**src/rtl/regfile_pkg.sv**
```systemverilog
// Shared constants and helpers for the scoreboarded register file.
// Optional write-through bypass is enabled by defining REGFILE_BYPASS_EN.
package regfile_pkg;

  localparam int DEF_DATA_W = 16;
  localparam int DEF_ADDR_W = 4;

  localparam logic WSRC_ALU = 1'b0;
  localparam logic WSRC_MDR = 1'b1;

  // Upper bounds for the generic field extractor below.
  localparam int BUS_MAX   = 1024;
  localparam int FIELD_MAX = 64;

  // Field k of width w from a flattened bus (caller widens the bus and narrows the result).
  function automatic logic [FIELD_MAX-1:0] field_get(input logic [BUS_MAX-1:0] bus,
                                                     input int unsigned k,
                                                     input int unsigned w);
    logic [BUS_MAX-1:0] shifted;
    shifted = bus >> (k * w);
    return shifted[FIELD_MAX-1:0] & ((FIELD_MAX'(1) << w) - FIELD_MAX'(1));
  endfunction

endpackage

```
**src/rtl/regfile_sb_score.sv**
```systemverilog
// Pending-write scoreboard: pending vector, reservation accept, pending count, read-port ready.
// REGFILE_BYPASS_EN makes a same-cycle write count as ready on the matching read port.
module regfile_sb_score
  import regfile_pkg::*;
#(
  parameter int ADDR_W  = DEF_ADDR_W,
  parameter int N_RD    = 4,
  parameter int ZERO_R0 = 0
) (
  input  logic                   clk,
  input  logic                   rst,
  input  logic [N_RD*ADDR_W-1:0] rd_addr,
  input  logic                   wr_en,
  input  logic [ADDR_W-1:0]      wr_addr,
  input  logic                   rsv_en,
  input  logic [ADDR_W-1:0]      rsv_addr,
  output logic                   rsv_ack,
  output logic [N_RD-1:0]        rd_rdy,
  output logic [ADDR_W:0]        pend_cnt
);

  localparam int DEPTH = 2 ** ADDR_W;

  logic [DEPTH-1:0] pend_reg, pend_next;
  logic [ADDR_W:0]  cnt_reg, cnt_next;
  logic             rsv_r0;
  logic             clr_hit;

  assign rsv_r0  = (ZERO_R0 != 0) && (rsv_addr == '0);
  assign rsv_ack = rsv_en && !pend_reg[rsv_addr] && !rsv_r0;
  assign clr_hit = wr_en && pend_reg[wr_addr];

  // Reserve is applied after the write-clear so a new producer wins on the same address.
  always_comb begin
    pend_next = pend_reg;
    if (wr_en)   pend_next[wr_addr]  = 1'b0;
    if (rsv_ack) pend_next[rsv_addr] = 1'b1;
    cnt_next = cnt_reg;
    if (rsv_ack && !clr_hit)      cnt_next = cnt_reg + (ADDR_W+1)'(1);
    else if (!rsv_ack && clr_hit) cnt_next = cnt_reg - (ADDR_W+1)'(1);
  end

  always_ff @(posedge clk) begin
    if (rst) begin
      pend_reg <= '0;
      cnt_reg  <= '0;
    end else begin
      pend_reg <= pend_next;
      cnt_reg  <= cnt_next;
    end
  end

  assign pend_cnt = cnt_reg;

  for (genvar gi = 0; gi < N_RD; gi++) begin : g_rdy
    logic [ADDR_W-1:0] rd_a;
    logic              rdy_k;
    assign rd_a = ADDR_W'(field_get(BUS_MAX'(rd_addr), gi, ADDR_W));
    always_comb begin
      rdy_k = !pend_reg[rd_a];
`ifdef REGFILE_BYPASS_EN
      if (wr_en && rd_a == wr_addr) rdy_k = !(rsv_ack && rsv_addr == rd_a);
`endif
      if (ZERO_R0 != 0 && rd_a == '0) rdy_k = 1'b1;
    end
    assign rd_rdy[gi] = rdy_k;
  end

endmodule

```
**src/rtl/regfile_sb.sv**
```systemverilog
// Parametrised multi-port register file with MDR/ALU write select and a pending-write scoreboard.
// Define REGFILE_BYPASS_EN for write-through bypass on the read ports.
module regfile_sb
  import regfile_pkg::*;
#(
  parameter int DATA_W  = DEF_DATA_W,
  parameter int ADDR_W  = DEF_ADDR_W,
  parameter int N_RD    = 4,
  parameter int ZERO_R0 = 0
) (
  input  logic                   clk,
  input  logic                   rst,
  input  logic [N_RD*ADDR_W-1:0] rd_addr,
  output logic [N_RD*DATA_W-1:0] rd_data,
  output logic [N_RD-1:0]        rd_rdy,
  input  logic                   wr_en,
  input  logic [ADDR_W-1:0]      wr_addr,
  input  logic                   wr_mem_sel,
  input  logic [DATA_W-1:0]      wr_mdr_data,
  input  logic [DATA_W-1:0]      wr_alu_data,
  input  logic                   rsv_en,
  input  logic [ADDR_W-1:0]      rsv_addr,
  output logic                   rsv_ack,
  output logic [ADDR_W:0]        pend_cnt
);

  localparam int DEPTH = 2 ** ADDR_W;

  logic [DATA_W-1:0] mem_reg [DEPTH];
  logic [DATA_W-1:0] wd;
  logic              wr_eff;

  assign wd     = (wr_mem_sel == WSRC_MDR) ? wr_mdr_data : wr_alu_data;
  assign wr_eff = wr_en && !((ZERO_R0 != 0) && (wr_addr == '0));

  // Flop array rather than block RAM: reads are asynchronous and reset clears every entry.
  always_ff @(posedge clk) begin
    if (rst) begin
      for (int i = 0; i < DEPTH; i++) mem_reg[i] <= '0;
    end else if (wr_eff) begin
      mem_reg[wr_addr] <= wd;
    end
  end

  for (genvar gi = 0; gi < N_RD; gi++) begin : g_rd
    logic [ADDR_W-1:0] rd_a;
    logic [DATA_W-1:0] rd_d;
    assign rd_a = ADDR_W'(field_get(BUS_MAX'(rd_addr), gi, ADDR_W));
    always_comb begin
      rd_d = mem_reg[rd_a];
`ifdef REGFILE_BYPASS_EN
      if (wr_eff && rd_a == wr_addr) rd_d = wd;
`endif
      if (ZERO_R0 != 0 && rd_a == '0) rd_d = '0;
    end
    assign rd_data[gi*DATA_W +: DATA_W] = rd_d;
  end

  regfile_sb_score #(
    .ADDR_W  (ADDR_W),
    .N_RD    (N_RD),
    .ZERO_R0 (ZERO_R0)
  ) u_score (
    .clk      (clk),
    .rst      (rst),
    .rd_addr  (rd_addr),
    .wr_en    (wr_en),
    .wr_addr  (wr_addr),
    .rsv_en   (rsv_en),
    .rsv_addr (rsv_addr),
    .rsv_ack  (rsv_ack),
    .rd_rdy   (rd_rdy),
    .pend_cnt (pend_cnt)
  );

endmodule

```
**config.mk**
```make
export PLATFORM = sky130hd
export DESIGN_NAME = regfile_sb
export DESIGN_NICKNAME = d
export VERILOG_FILES = /design/src/rtl/regfile_pkg.sv /design/src/rtl/regfile_sb_score.sv /design/src/rtl/regfile_sb.sv
export SDC_FILE = /design/constraint.sdc
export NUM_CORES = 1
export LEC_CHECK = 0
export ABC_AREA = 1
export BUFFER_PORTS_ARGS = -buffer_cell sky130_fd_sc_hd__buf_4
export CAP_MARGIN = 20
export CORE_MARGIN = 5
export CORE_UTILIZATION = 35
export CTS_CLUSTER_DIAMETER = 80
export CTS_CLUSTER_SIZE = 16
export DETAILED_ROUTE_END_ITERATION = 8
export MAX_ROUTING_LAYER = met4
export SYNTH_ARGS = -nofsm -noshare
export SYNTH_HDL_FRONTEND = slang
export SYNTH_SLANG_ARGS = --single-unit
```
**constraint.sdc**
```tcl
create_clock -name clk -period 6.34 [get_ports clk]
set_clock_uncertainty 0.15 [all_clocks]
set_input_delay 0.317 -clock clk [delete_from_list [all_inputs] [get_ports clk]]
set_output_delay 0.317 -clock clk [all_outputs]
set_load 0.01 [all_outputs]
```
==> summary by stage <==
Final layout
The number of flip-flops under the largest register name is 256. The number of nets in the final layout is 2752. Relative to the synthesized area, the layout overhead comes to 8.484%.

The fraction of final layout cells with drive strength greater than 1 is 0.08605. The layout filler cell count is between 5000 and 6000. The area of all placed cells without fillers is 22220 um2.

Status
The flow ran to the end, and the final reports show no timing, DRC or antenna violations.

GRT
The number of antenna violations at the first check in global routing is 1. The first global-routing pass estimated 125.4 mm of wire. The total routing resource utilization after global routing is 0.2626.

The maximum number of pins on one net before global-route repair is 197. The via count of the first global-routing pass came to 19530. After global routing the overflow that remains totals 0.

Pwr
The power spent charging and discharging nets is ~1.6 mW. The power density normalized to cell area is roughly 220 nW/um2. The relative contribution of combinational cells to total power is 0.238. The largest voltage drop on the vdd net is 0.0001754 V. Of the total power, registers draw 0.456. The internal power is 3.197 mW. The leakage dissipation is 8.209 nW. The share of total power dissipated in the clock network is 0.306. Of the total power, the share spent switching nets is 0.3343.

Logic synthesis
The mapped cell area is 20480 um2. The predominant post-synthesis flop cell is sky130_fd_sc_hd__edfxtp_1. The count of synthesis-stage warnings from yosys is 0. The number of enable flip-flop cells after synthesis is 256. The cell type contributing the most total cell area after synthesis is sky130_fd_sc_hd__edfxtp_1.

The share of flip-flops with an asynchronous set or reset after synthesis is 0. The number of synthesized register bits is 277. Yosys mapped the design onto 32 distinct sky130hd cell types. By instance count, the leading cell after synthesis is sky130_fd_sc_hd__nand3_1. After synthesis, the most frequently instantiated cells are sky130_fd_sc_hd__nand3_1, sky130_fd_sc_hd__nand2_1, sky130_fd_sc_hd__nor2_1. The mean cell area of the mapped netlist is about 7.4 um2. By area the synthesized netlist is led by sky130_fd_sc_hd__edfxtp_1, sky130_fd_sc_hd__nand3_1, sky130_fd_sc_hd__o211ai_1, sky130_fd_sc_hd__nand2_1, sky130_fd_sc_hd__o21ai_0.

Of the post-synthesis cell area, the dominant cell type holds 0.3753. Synthesis produced a netlist with a net count of 2828. For this run, the register share of the synthesized area comes to 0.3958.

The cell count after synthesis came out at 2761.

STA
The setup violation total in the final timing report is 0. The hold slack is 0.09383 ns. The final number of hold-violating endpoints is 0. Across all setup checks in the final design, the least slack found is 2.949 ns. The final critical delay including setup and external delays is 3.391 ns. Setup repair after global routing left no endpoint under its margin.

The relative slew slack is 0.2372. Dividing the final minimum period by the clock period gives 0.5348. The number of pins exceeding their max-slew limit in the final report came to 0. The upper clock frequency limit is 294.9 MHz. The final setup TNS is 0 ns.

The transition time of the tightest slew-check pin is 1.144 ns.

Clocking
The TritonCTS buffer count is 23. The buffer count from post-CTS setup fixing is 0. TritonCTS built the clock tree. Clock-pin slew was measured on the worst setup and hold paths at 0.07 ns. CTS built an H-tree with a depth of 1. The clock net in this run drives a total of 277 sinks. The maximum count of clock buffers along a single path is 3.

The clock root buffer is sky130_fd_sc_hd__clkbuf_16. The later-pin clock latency in the skew report is 0.54 ns. The number of gates resized after cts is 0.

Detailed routing
The number of vias after detailed routing is 21390. The average via count per standard cell is 6.178. The routed wirelength normalized by instance count is 24.72 um. In this run, the number of DRC markers left after iteration 0 of detailed routing was 3092. The residual DRC count is 0. The detailed-routing iteration count for the pre-antenna-repair pass is 8. The routed wire length is 85.58 mm.

The remaining antenna violation count after routing is 0.

Placement
The area after detailed placement is 21480 um2. The worst slack at placement is 2.985 ns. At the end of routability-driven placement, the weighted congestion stood at 0.9212.

Input and output buffers added on the ports amount to about 130. The wire-length estimate of the detail-placed layout is 53.85 mm.

Floorplan
The die width is between 200 and 300 um. between 100 and 150 I/O pins were placed. The initialized floorplan defines 88 standard-cell rows. From bottom edge to top edge, the die measures approximately 250 um.

The die covers around 63000 um2. After floorplanning, the core was sized to cover ~58000 um2. The effective utilization at floorplan is 0.3544.

Setup path
The count of cells along the worst register-to-register path is 15. The required time reported for the critical path endpoint is 5.87 ns. The biggest fanout along the worst timing path is 77. The origin of the critical flop-to-flop path is u_score.pend_reg[3]. The register-to-register setup slack is 3.33 ns. For the worst setup path, the data arrival time is roughly 3 ns. The kind of end point of the critical path is a primary output. The kind of critical path is in2out. The reg-to-reg endpoint is u_score.pend_cnt[3]. The worst setup path is launched from an input pin.

Min path
The hold path depth is 6. The startpoint of the lowest-slack hold path is rsv_addr[3]. The class of the tightest hold or removal check is in2reg. The hold-critical path endpoint is u_score.pend_reg[4].

Job
Max-cap violations in this run came to 0.
[how the worst max path moves through the flow]
stage / endpoint / slack, ns / startpoint / cells after the start
floorplan: u_score.pend_cnt[3] / 3.72 / rsv_addr[1] / 15
global placement: mem_reg[1][13] / 2.90 / rst / 4
detailed placement: mem_reg[1][7] / 2.99 / rst / 4
CTS: mem_reg[1][0] / 2.98 / rst / 5
global route: mem_reg[1][0] / 2.88 / rst / 5
finish: rd_rdy[0] / 2.95 / rd_addr[1] / 9
[power groups by stage]
stage	sequential (mW)	combinational [mW]	clock, mW
after floorplan	2.19	0.713	0
after global placement	2.22	1.10	0
after detailed placement	2.22	1.12	0
after CTS	2.18	1.12	1.47
after global routing	2.20	1.23	1.55
final	2.19	1.14	1.47
[metrics by stage]
step,std cells,power (mW),utilization
after floorplan,2761,2.900,-
after global placement,3422,3.324,0.3711
after detailed placement,3423,3.346,0.3715
after CTS,3460,4.783,0.3839
after global routing,3462,4.982,0.3844
final,3462,4.802,0.3844
[cell usage in the layout (no fill, tap or decap), drive strengths merged, types with 21 or more instances in the layout]
| master | Yosys | routed |
|---|---|---|
| nand3 | 462 | 462 |
| inv | 163 | 163 |
| nand2 | 439 | 439 |
| dfxtp | 21 | 21 |
| nor2 | 289 | 289 |
| edfxtp | 256 | 256 |
| clkbuf | 108 | 30 |
| o211ai | 272 | 272 |
| o21ai | 278 | 278 |
| buf | 155 | 161 |
| a21oi | 277 | 277 |
[worst max-delay path, cell delays in order]
cell and delay (ns):
sky130_fd_sc_hd__buf_4 0.70, sky130_fd_sc_hd__buf_4 0.67, sky130_fd_sc_hd__inv_1 0.29, sky130_fd_sc_hd__a21oi_1 0.21, sky130_fd_sc_hd__o21ai_0 0.11, sky130_fd_sc_hd__nand3_1 0.13, sky130_fd_sc_hd__nand3_1 0.08, sky130_fd_sc_hd__nand2_1 0.10
sky130_fd_sc_hd__buf_4 0.13
[what timing repair did]
item,in CTS,in global routing
endpoints found under the setup margin,0,0
hold endpoints to repair,5,0
hold buffers,1,0
[cell type report]
class / count / area [um2] / share of cell area
Clock inverter: 6 / 72.57 / 0.003266
Antenna cell: 1 / 2.502 / 0.0001126
Sequential cell: 277 / 8108 / 0.3649
Multi-Input combinational cell: 2049 / 10510 / 0.4727
Clock buffer: 30 / 631.9 / 0.02843
Inverter: 172 / 645.6 / 0.02905
Timing Repair Buffer: 162 / 1299 / 0.05845
Tap cell: 765 / 957.2 / 0.04307
[layer usage]
layer | vias up | GRT usage | part of all wire | wire length (um)
met2 | 1543 | 0.4046 | 0.45 | 38580
met3 | 249 | 0.04608 | 0.12 | 10200
li1 | 9634 | - | - | -
met5 | - | - | 0 | 0
met4 | 0 | 0.1148 | 0.050 | 4310
met1 | 9963 | 0.3413 | 0.38 | 32480
[logic make-up after synthesis]
family          synth area share
mux                      0.01393
simple gates              0.2579
xor+xnor                0.001711
flops                     0.3958
compound gates            0.2353
fa+ha+maj               0.004032
buf+inv                  0.09132
Note: power is estimated with default switching activity, not from simulation.
